### config.mk
export PLATFORM = sky130hd
export DESIGN_NAME = wb_commit_tracer_flat
export DESIGN_NICKNAME = d
export VERILOG_FILES = /design/src/rtl/wb_commit_tracer_pkg.sv /design/src/rtl/wb_commit_tracer_if.sv /design/src/rtl/wb_commit_tracer_fifo.sv /design/src/rtl/wb_commit_tracer.sv /design/src/flat_wrapper.sv
export SDC_FILE = /design/constraint.sdc
export NUM_CORES = 2
export LEC_CHECK = 0
export BUFFER_PORTS_ARGS = -buffer_cell sky130_fd_sc_hd__buf_4
export CORE_MARGIN = 5
export CORE_UTILIZATION = 46
export DETAILED_ROUTE_END_ITERATION = 16
export PLACE_DENSITY = 0.68
export SLEW_MARGIN = 20
export SYNTH_ARGS = -nofsm -noshare
export SYNTH_HDL_FRONTEND = slang
export SYNTH_SLANG_ARGS = --single-unit
### constraint.sdc
create_clock -name clk -period 7.95 [get_ports clk]
set_input_delay 0 -clock clk [delete_from_list [all_inputs] [get_ports clk]]
set_output_delay 0 -clock clk [all_outputs]
set_load 0.02 [all_outputs]
### src/rtl/wb_commit_tracer_pkg.sv
// trace_pkg: commit record layout and shared constants for the write-back tracer.
// Records carry TRACE_SEQ_W sequence bits; narrower tracers zero-extend into the field.
package trace_pkg;
    localparam int TRACE_DEPTH = 16;
    localparam int TRACE_SEQ_W = 16;
    localparam logic [4:0] REG_ZERO = 5'd0;

    typedef struct packed {
        logic [TRACE_SEQ_W-1:0] seq;
        logic [4:0]             dest;
        logic [31:0]            data;
    } commit_rec_t;
endpackage

### src/rtl/wb_commit_tracer_if.sv
// wb_commit_tracer_if: write-back tap, commit stream and shadow read port of the tracer.
interface wb_commit_tracer_if #(
    parameter int DEPTH  = 16,
    parameter int SEQ_W  = 16,
    parameter int DROP_W = 8
);
    logic                   wwreg;
    logic [4:0]             wdestReg;
    logic [31:0]            wbData;
    logic                   cm_ready;
    logic                   cm_valid;
    logic [SEQ_W-1:0]       cm_seq;
    logic [4:0]             cm_dest;
    logic [31:0]            cm_data;
    logic [$clog2(DEPTH):0] count;
    logic                   overflow;
    logic [DROP_W-1:0]      drop_cnt;
    logic [4:0]             shadow_addr;
    logic [31:0]            shadow_data;

    modport master (
        output wwreg, wdestReg, wbData, cm_ready, shadow_addr,
        input  cm_valid, cm_seq, cm_dest, cm_data, count, overflow, drop_cnt, shadow_data
    );

    modport slave (
        input  wwreg, wdestReg, wbData, cm_ready, shadow_addr,
        output cm_valid, cm_seq, cm_dest, cm_data, count, overflow, drop_cnt, shadow_data
    );
endinterface

### src/rtl/wb_commit_tracer_fifo.sv
// commit_fifo: synchronous show-ahead FIFO of commit records; a pop frees room for a
// push in the same cycle even when full.
module commit_fifo
    import trace_pkg::*;
#(
    parameter int DEPTH = TRACE_DEPTH
) (
    input  logic                   clk,
    input  logic                   rst,
    input  logic                   i_push,
    input  commit_rec_t            i_rec,
    input  logic                   i_pop,
    output commit_rec_t            o_head,
    output logic                   o_full,
    output logic                   o_empty,
    output logic [$clog2(DEPTH):0] o_count
);
    localparam int AW = $clog2(DEPTH);

    commit_rec_t r_mem [DEPTH];
    logic [AW-1:0] r_rd;
    logic [AW-1:0] r_wr;
    logic [AW:0]   r_count;
    logic          w_pop;
    logic          w_push;

    assign o_empty = (r_count == '0);
    assign o_full  = (r_count == (AW+1)'(DEPTH));
    assign w_pop   = i_pop && !o_empty;
    assign w_push  = i_push && (!o_full || w_pop);
    assign o_head  = r_mem[r_rd];
    assign o_count = r_count;

    always_ff @(posedge clk) begin
        if (rst) begin
            r_rd    <= '0;
            r_wr    <= '0;
            r_count <= '0;
        end else begin
            if (w_push) r_wr <= r_wr + 1'b1;
            if (w_pop) r_rd <= r_rd + 1'b1;
            r_count <= r_count + (AW+1)'(w_push) - (AW+1)'(w_pop);
        end
    end

    // storage needs no reset: the pointers alone define which entries are live
    always_ff @(posedge clk) begin
        if (w_push && !rst) r_mem[r_wr] <= i_rec;
    end
endmodule

### src/rtl/wb_commit_tracer.sv
// wb_commit_tracer: passive write-back monitor logging register commits into a
// show-ahead FIFO with drop accounting, plus a shadow register file.
module wb_commit_tracer
    import trace_pkg::*;
#(
    parameter int DEPTH  = TRACE_DEPTH,
    parameter int SEQ_W  = TRACE_SEQ_W,
    parameter int DROP_W = 8
) (
    input logic              clk,
    input logic              rst,
    wb_commit_tracer_if.slave bus
);
    logic [SEQ_W-1:0]       r_seq;
    logic                   r_overflow;
    logic [DROP_W-1:0]      r_drop;
    logic [31:0]            r_shadow [32];
    logic                   w_commit;
    logic                   w_pop;
    logic                   w_drop;
    logic                   w_full;
    logic                   w_empty;
    logic [$clog2(DEPTH):0] w_count;
    commit_rec_t            w_rec;
    commit_rec_t            w_head;

    assign w_commit = bus.wwreg && (bus.wdestReg != REG_ZERO);
    assign w_pop    = bus.cm_ready && !w_empty;
    assign w_drop   = w_commit && w_full && !w_pop;
    assign w_rec    = '{seq: TRACE_SEQ_W'(r_seq), dest: bus.wdestReg, data: bus.wbData};

    commit_fifo #(.DEPTH(DEPTH)) u_fifo (
        .clk     (clk),
        .rst     (rst),
        .i_push  (w_commit),
        .i_rec   (w_rec),
        .i_pop   (bus.cm_ready),
        .o_head  (w_head),
        .o_full  (w_full),
        .o_empty (w_empty),
        .o_count (w_count)
    );

    assign bus.cm_valid    = !w_empty;
    assign bus.cm_seq      = w_head.seq[SEQ_W-1:0];
    assign bus.cm_dest     = w_head.dest;
    assign bus.cm_data     = w_head.data;
    assign bus.count       = w_count;
    assign bus.overflow    = r_overflow;
    assign bus.drop_cnt    = r_drop;
    assign bus.shadow_data = r_shadow[bus.shadow_addr];

    // entry 0 is never written by a commit, so it keeps its reset value of zero
    always_ff @(posedge clk) begin
        if (rst) begin
            r_seq      <= '0;
            r_overflow <= 1'b0;
            r_drop     <= '0;
            for (int i = 0; i < 32; i++) r_shadow[i] <= '0;
        end else begin
            if (w_commit) begin
                r_seq                  <= r_seq + 1'b1;
                r_shadow[bus.wdestReg] <= bus.wbData;
            end
            if (w_drop) begin
                r_overflow <= 1'b1;
                if (r_drop != '1) r_drop <= r_drop + 1'b1;
            end
        end
    end
endmodule
### src/flat_wrapper.sv
// flat-port wrapper written by rule: the top's interface ports become plain ports
module wb_commit_tracer_flat import trace_pkg::*;
#(
    parameter int DEPTH  = TRACE_DEPTH,
    parameter int SEQ_W  = TRACE_SEQ_W,
    parameter int DROP_W = 8
)
  (clk, rst, bus_wwreg, bus_wdestReg, bus_wbData, bus_cm_ready, bus_shadow_addr, bus_cm_valid, bus_cm_seq, bus_cm_dest, bus_cm_data, bus_count, bus_overflow, bus_drop_cnt, bus_shadow_data);
  wb_commit_tracer_if #(.DEPTH(DEPTH), .SEQ_W(SEQ_W), .DROP_W(DROP_W)) bus_i ();
  input logic clk;
  input logic rst;
  input wire logic [$bits(bus_i.wwreg)-1:0] bus_wwreg;
  input wire logic [$bits(bus_i.wdestReg)-1:0] bus_wdestReg;
  input wire logic [$bits(bus_i.wbData)-1:0] bus_wbData;
  input wire logic [$bits(bus_i.cm_ready)-1:0] bus_cm_ready;
  input wire logic [$bits(bus_i.shadow_addr)-1:0] bus_shadow_addr;
  output wire logic [$bits(bus_i.cm_valid)-1:0] bus_cm_valid;
  output wire logic [$bits(bus_i.cm_seq)-1:0] bus_cm_seq;
  output wire logic [$bits(bus_i.cm_dest)-1:0] bus_cm_dest;
  output wire logic [$bits(bus_i.cm_data)-1:0] bus_cm_data;
  output wire logic [$bits(bus_i.count)-1:0] bus_count;
  output wire logic [$bits(bus_i.overflow)-1:0] bus_overflow;
  output wire logic [$bits(bus_i.drop_cnt)-1:0] bus_drop_cnt;
  output wire logic [$bits(bus_i.shadow_data)-1:0] bus_shadow_data;
  assign bus_i.wwreg = bus_wwreg;
  assign bus_i.wdestReg = bus_wdestReg;
  assign bus_i.wbData = bus_wbData;
  assign bus_i.cm_ready = bus_cm_ready;
  assign bus_i.shadow_addr = bus_shadow_addr;
  assign bus_cm_valid = bus_i.cm_valid;
  assign bus_cm_seq = bus_i.cm_seq;
  assign bus_cm_dest = bus_i.cm_dest;
  assign bus_cm_data = bus_i.cm_data;
  assign bus_count = bus_i.count;
  assign bus_overflow = bus_i.overflow;
  assign bus_drop_cnt = bus_i.drop_cnt;
  assign bus_shadow_data = bus_i.shadow_data;
  wb_commit_tracer #(.DEPTH(DEPTH), .SEQ_W(SEQ_W), .DROP_W(DROP_W)) u_core (.clk(clk), .rst(rst), .bus(bus_i));
endmodule
==> impl_metrics.py <==
metrics = {
    "synthesis": {
        "syn_area_per_cell_sq_um": 16.6,
        "synth_cell_types": 46,
        "synthMostInstantiatedCell": "edfxtp_1",
        "synth_area_sq_um": 80700,
        "synth_ff_type": "edfxtp_1",
        "synth-compound-area-share_pct": 2.64,
        "async_reset_ff_share_pct": 0,
        "synthAdderAreaFrac_pct": 0.211,
        "synth_top_family_by_area": "multiplexers",
        "yosys.area_share.simple_pct": 10.2,
        "synthXorXnorAreaFrac_pct": 0.271,
        "synth.largest_area_cell": "edfxtp_1",
        "muxShareOfSynthArea_pct": 13.8,
        "yosysWarnings": 0,
        "synth-edff-count": 1872,
        "yosys-top-cells-area": "edfxtp_1 (70%), and2_1 (7.7%), mux4_2 (7.4%)",
        "synth.ff_latch_count": 1914,
        "synthTopCellsByCount": "edfxtp_1 (1872), and2_1 (994), mux2i_1 (513)",
        "syn_inst": 4860,
        "synth_top_area_share_pct": 69.7,
        "seq_area_frac_synth_pct": 70.7,
    },
    "clock_network": {
        "cts_setup_buffers": 0,
        "htreeDepth": 4,
        "clkSinkCount": 1914,
        "root_buffer": "clkbuf_16",
        "clk_latency_ps": 840,
        "ctsLongestPathBuffers": 3,
        "clkTransAtPathRegs_ps": 60,
        "cts_tree": "built",
        "cts_buffers": 191,
        "cts_repair_resize_count": 0,
        "cts_hold_buf": 45,
    },
    "sta": {
        "drv_slew": 0,
        "finalSetupTns_ps": 0,
        "finClkSkew_ps": 25.6,
        "setup_ws_ps": 3810,
        "fmax_mhz": 241,
        "rsz0062_at_grt": "no",
        "relSlewSlack_pct": 23.7,
        "tightest_slew_ps": 1140,
        "timing.final.crit_share_pct": 52.1,
        "period_minus_slack_ps": 4140,
        "setup_viol": 0,
        "final_hold_viol_count": 0,
    },
    "layout": {
        "finalNetCount": 5025,
        "syn2layout_area_growth_pct": 12.3,
        "drive_above_1_share_pct": 16.5,
        "nFillCells": 13880,
    },
    "worst_setup_path": {
        "slowest_stage": "dfxtp_4",
        "critPathLaunchType": "flip-flop",
        "cp_num_buf_inv": 2,
        "crit_fanout": 73,
        "path_class": "flip-flop to primary output",
        "cp.arrival_ps": 4140,
        "r2r_end": "u_core.u_fifo.r_mem[15][6]$_DFFE_PP_",
        "cp_top_family": "buffers and inverters",
        "cpPeakStageDelay_ps": 1080,
        "r2r_start": "u_core.u_fifo.o_count[3]$_SDFF_PP0_",
        "r2r_slack_ps": 4310,
        "reg2reg_depth": 8,
        "crit_chain": "buf_4 > mux4_2 > mux4_2 > buf_4",
        "worstSetupEndpointType": "primary output",
        "critPathRequiredTime_ps": 7950,
    },
    "grt": {
        "overflow": 0,
        "antenna_found_initial": 10,
        "grt.total_usage_pct": 21.5,
        "grt_max_degree": 121,
        "grt_pass1_vias": 43496,
        "grt_pass1_wl_mm": 294,
    },
    "hold_path": {
        "min_to": "u_core.u_fifo.r_mem[3][34]$_DFFE_PP_",
        "hold_start": "bus_wdestReg[2]",
        "min_path_type": "primary input to flip-flop",
        "hold_path_depth": 2,
    },
    "placement": {
        "gp_congestion": 0.791,
        "place_hpwl_mm": 112,
        "pre_cts_ws_ps": 4270,
        "port_buffers": 145,
    },
    "power": {
        "power_density_nw_per_um2": 258,
        "finalPower_mw": 23.3,
        "p_leak_nw": 31.0,
        "ir_drop_uv": 305,
    },
    "detailed_routing": {
        "ant_nets": 0,
        "drc": 0,
        "vias": 43086,
        "wl_per_cell_um": 26.9,
        "wl_mm": 201,
        "avgViaCountPerCell": 5.78,
        "drt_iter0_drc": 4590,
        "firstDrtPassIters": 6,
    },
    "floorplan": {
        "num_rows": 153,
        "core-area_sq_um": 174000,
        "dieWidth_um": 429,
        "io_pins": 146,
        "die_area_sq_um": 184000,
        "die_h_um": 429,
        "initial_core_util_pct": 46.3,
    },
    "status": {
        "status": "completed",
    },
    "job": {
        "cap_violations": 0,
    },
}
-- cell usage in the layout (no fill, tap or decap), drive strengths merged, types with 6 or more instances in the layout --
cell type	n
edfxtp	1872
and2	994
mux2i	513
mux4	265
clkbuf	238
buf	227
nand2	113
a21oi	107
nand3	106
a22oi	96
clkinv	90
nor2	79
a22o	64
nor3	48
dlygate4sd3	45
dfxtp	42
a31oi	33
or2	33
conb	32
xnor2	19
inv	16
ha	12
bufinv	11
clkinvlp	9
or3	8
o21ai	7
xor2	6
-- where the power goes --
part	switching, mW	internal, mW	total, mW
clock	3.89	4.85	8.75
combinational	1.65	1.30	2.96
sequential	0.216	11.4	11.6
total	5.76	17.6	23.3
-- metal layers --
| layer | GRT usage (%) | part of all wire (%) |
|---|---|---|
| met5 | 0 | 0 |
| met4 | 7.43 | 3.3 |
| met3 | 3.03 | 6.7 |
| met2 | 34.9 | 48 |
| met1 | 30.0 | 42 |
-- flip-flops by register name, indices dropped and copies added (netlist names), named ones only --
signal,count
u_core.bus.drop_cnt,8
u_core.r_shadow,1024
u_core.u_fifo.r_rd,4
u_core.u_fifo.r_wr,4
u_core.r_seq,16
u_core.bus.overflow,1
u_core.u_fifo.o_count,5
u_core.u_fifo.r_mem,848
-- worst max-delay path by stage --
stage                     cells past startpoint                                start  slack (ps)                               endpoint
after global routing                          4                            flip-flop        3590                        bus_cm_data[19]
after detailed placement                      8  u_core.u_fifo.o_count[2]$_SDFF_PP0_        4270  u_core.u_fifo.r_mem[12][22]$_DFFE_PP_
final                                         4                            flip-flop        3810                        bus_cm_data[22]
after CTS                                     4                            flip-flop        3750                        bus_cm_data[25]
after floorplan                               7  u_core.u_fifo.o_count[2]$_SDFF_PP0_        2370    u_core.u_fifo.r_mem[0][0]$_DFFE_PP_
after global placement                        8  u_core.u_fifo.o_count[2]$_SDFF_PP0_        4320   u_core.u_fifo.r_mem[14][3]$_DFFE_PP_
-- worst reg2reg max path: cells and delay by family, from the launching register on --
| kind | cells | cell delay [ps] |
|---|---|---|
| flip-flops | 1 | 380 |
| adder cells (fa/ha/maj) | 1 | 190 |
| buffers and inverters | 2 | 750 |
| AND/OR/NAND/NOR | 5 | 1910 |
-- through the flow --
stage	instances	util, %	hold WS, ps	cell area [sq um]
final	7456	52.0	81.8	90600
after global routing	7454	52.0	83.4	90600
after CTS	7449	52.0	0.864	90500
after global placement	7050	48.2	332	83900
after detailed placement	7050	48.2	334	83900
after floorplan	4891	-	98.9	80800
-- final cells by class --
| class | count | area (sq um) | share of cell area, % |
|---|---|---|---|
| Multi-Input combinational cell | 2577 | 22200 | 24.5 |
| Tap cell | 2325 | 2910 | 3.21 |
| Clock buffer | 238 | 4990 | 5.50 |
| Clock inverter | 116 | 1120 | 1.24 |
| Inverter | 10 | 37.5 | 0.0414 |
| Sequential cell | 1914 | 57100 | 63.0 |
| Timing Repair Buffer | 272 | 2260 | 2.49 |
| Antenna cell | 4 | 10.0 | 0.0110 |
-- kinds of logic (layout without fill, tap and decap cells) --
family	after synthesis	in the layout
flops	1914	1914
simple gates	1415	1415
mux	778	778
buf+inv	400	636
compound gates	314	314
xor+xnor	25	25
fa+ha+maj	13	13
other cells	1	36
Power figures use the tool's default switching activity.
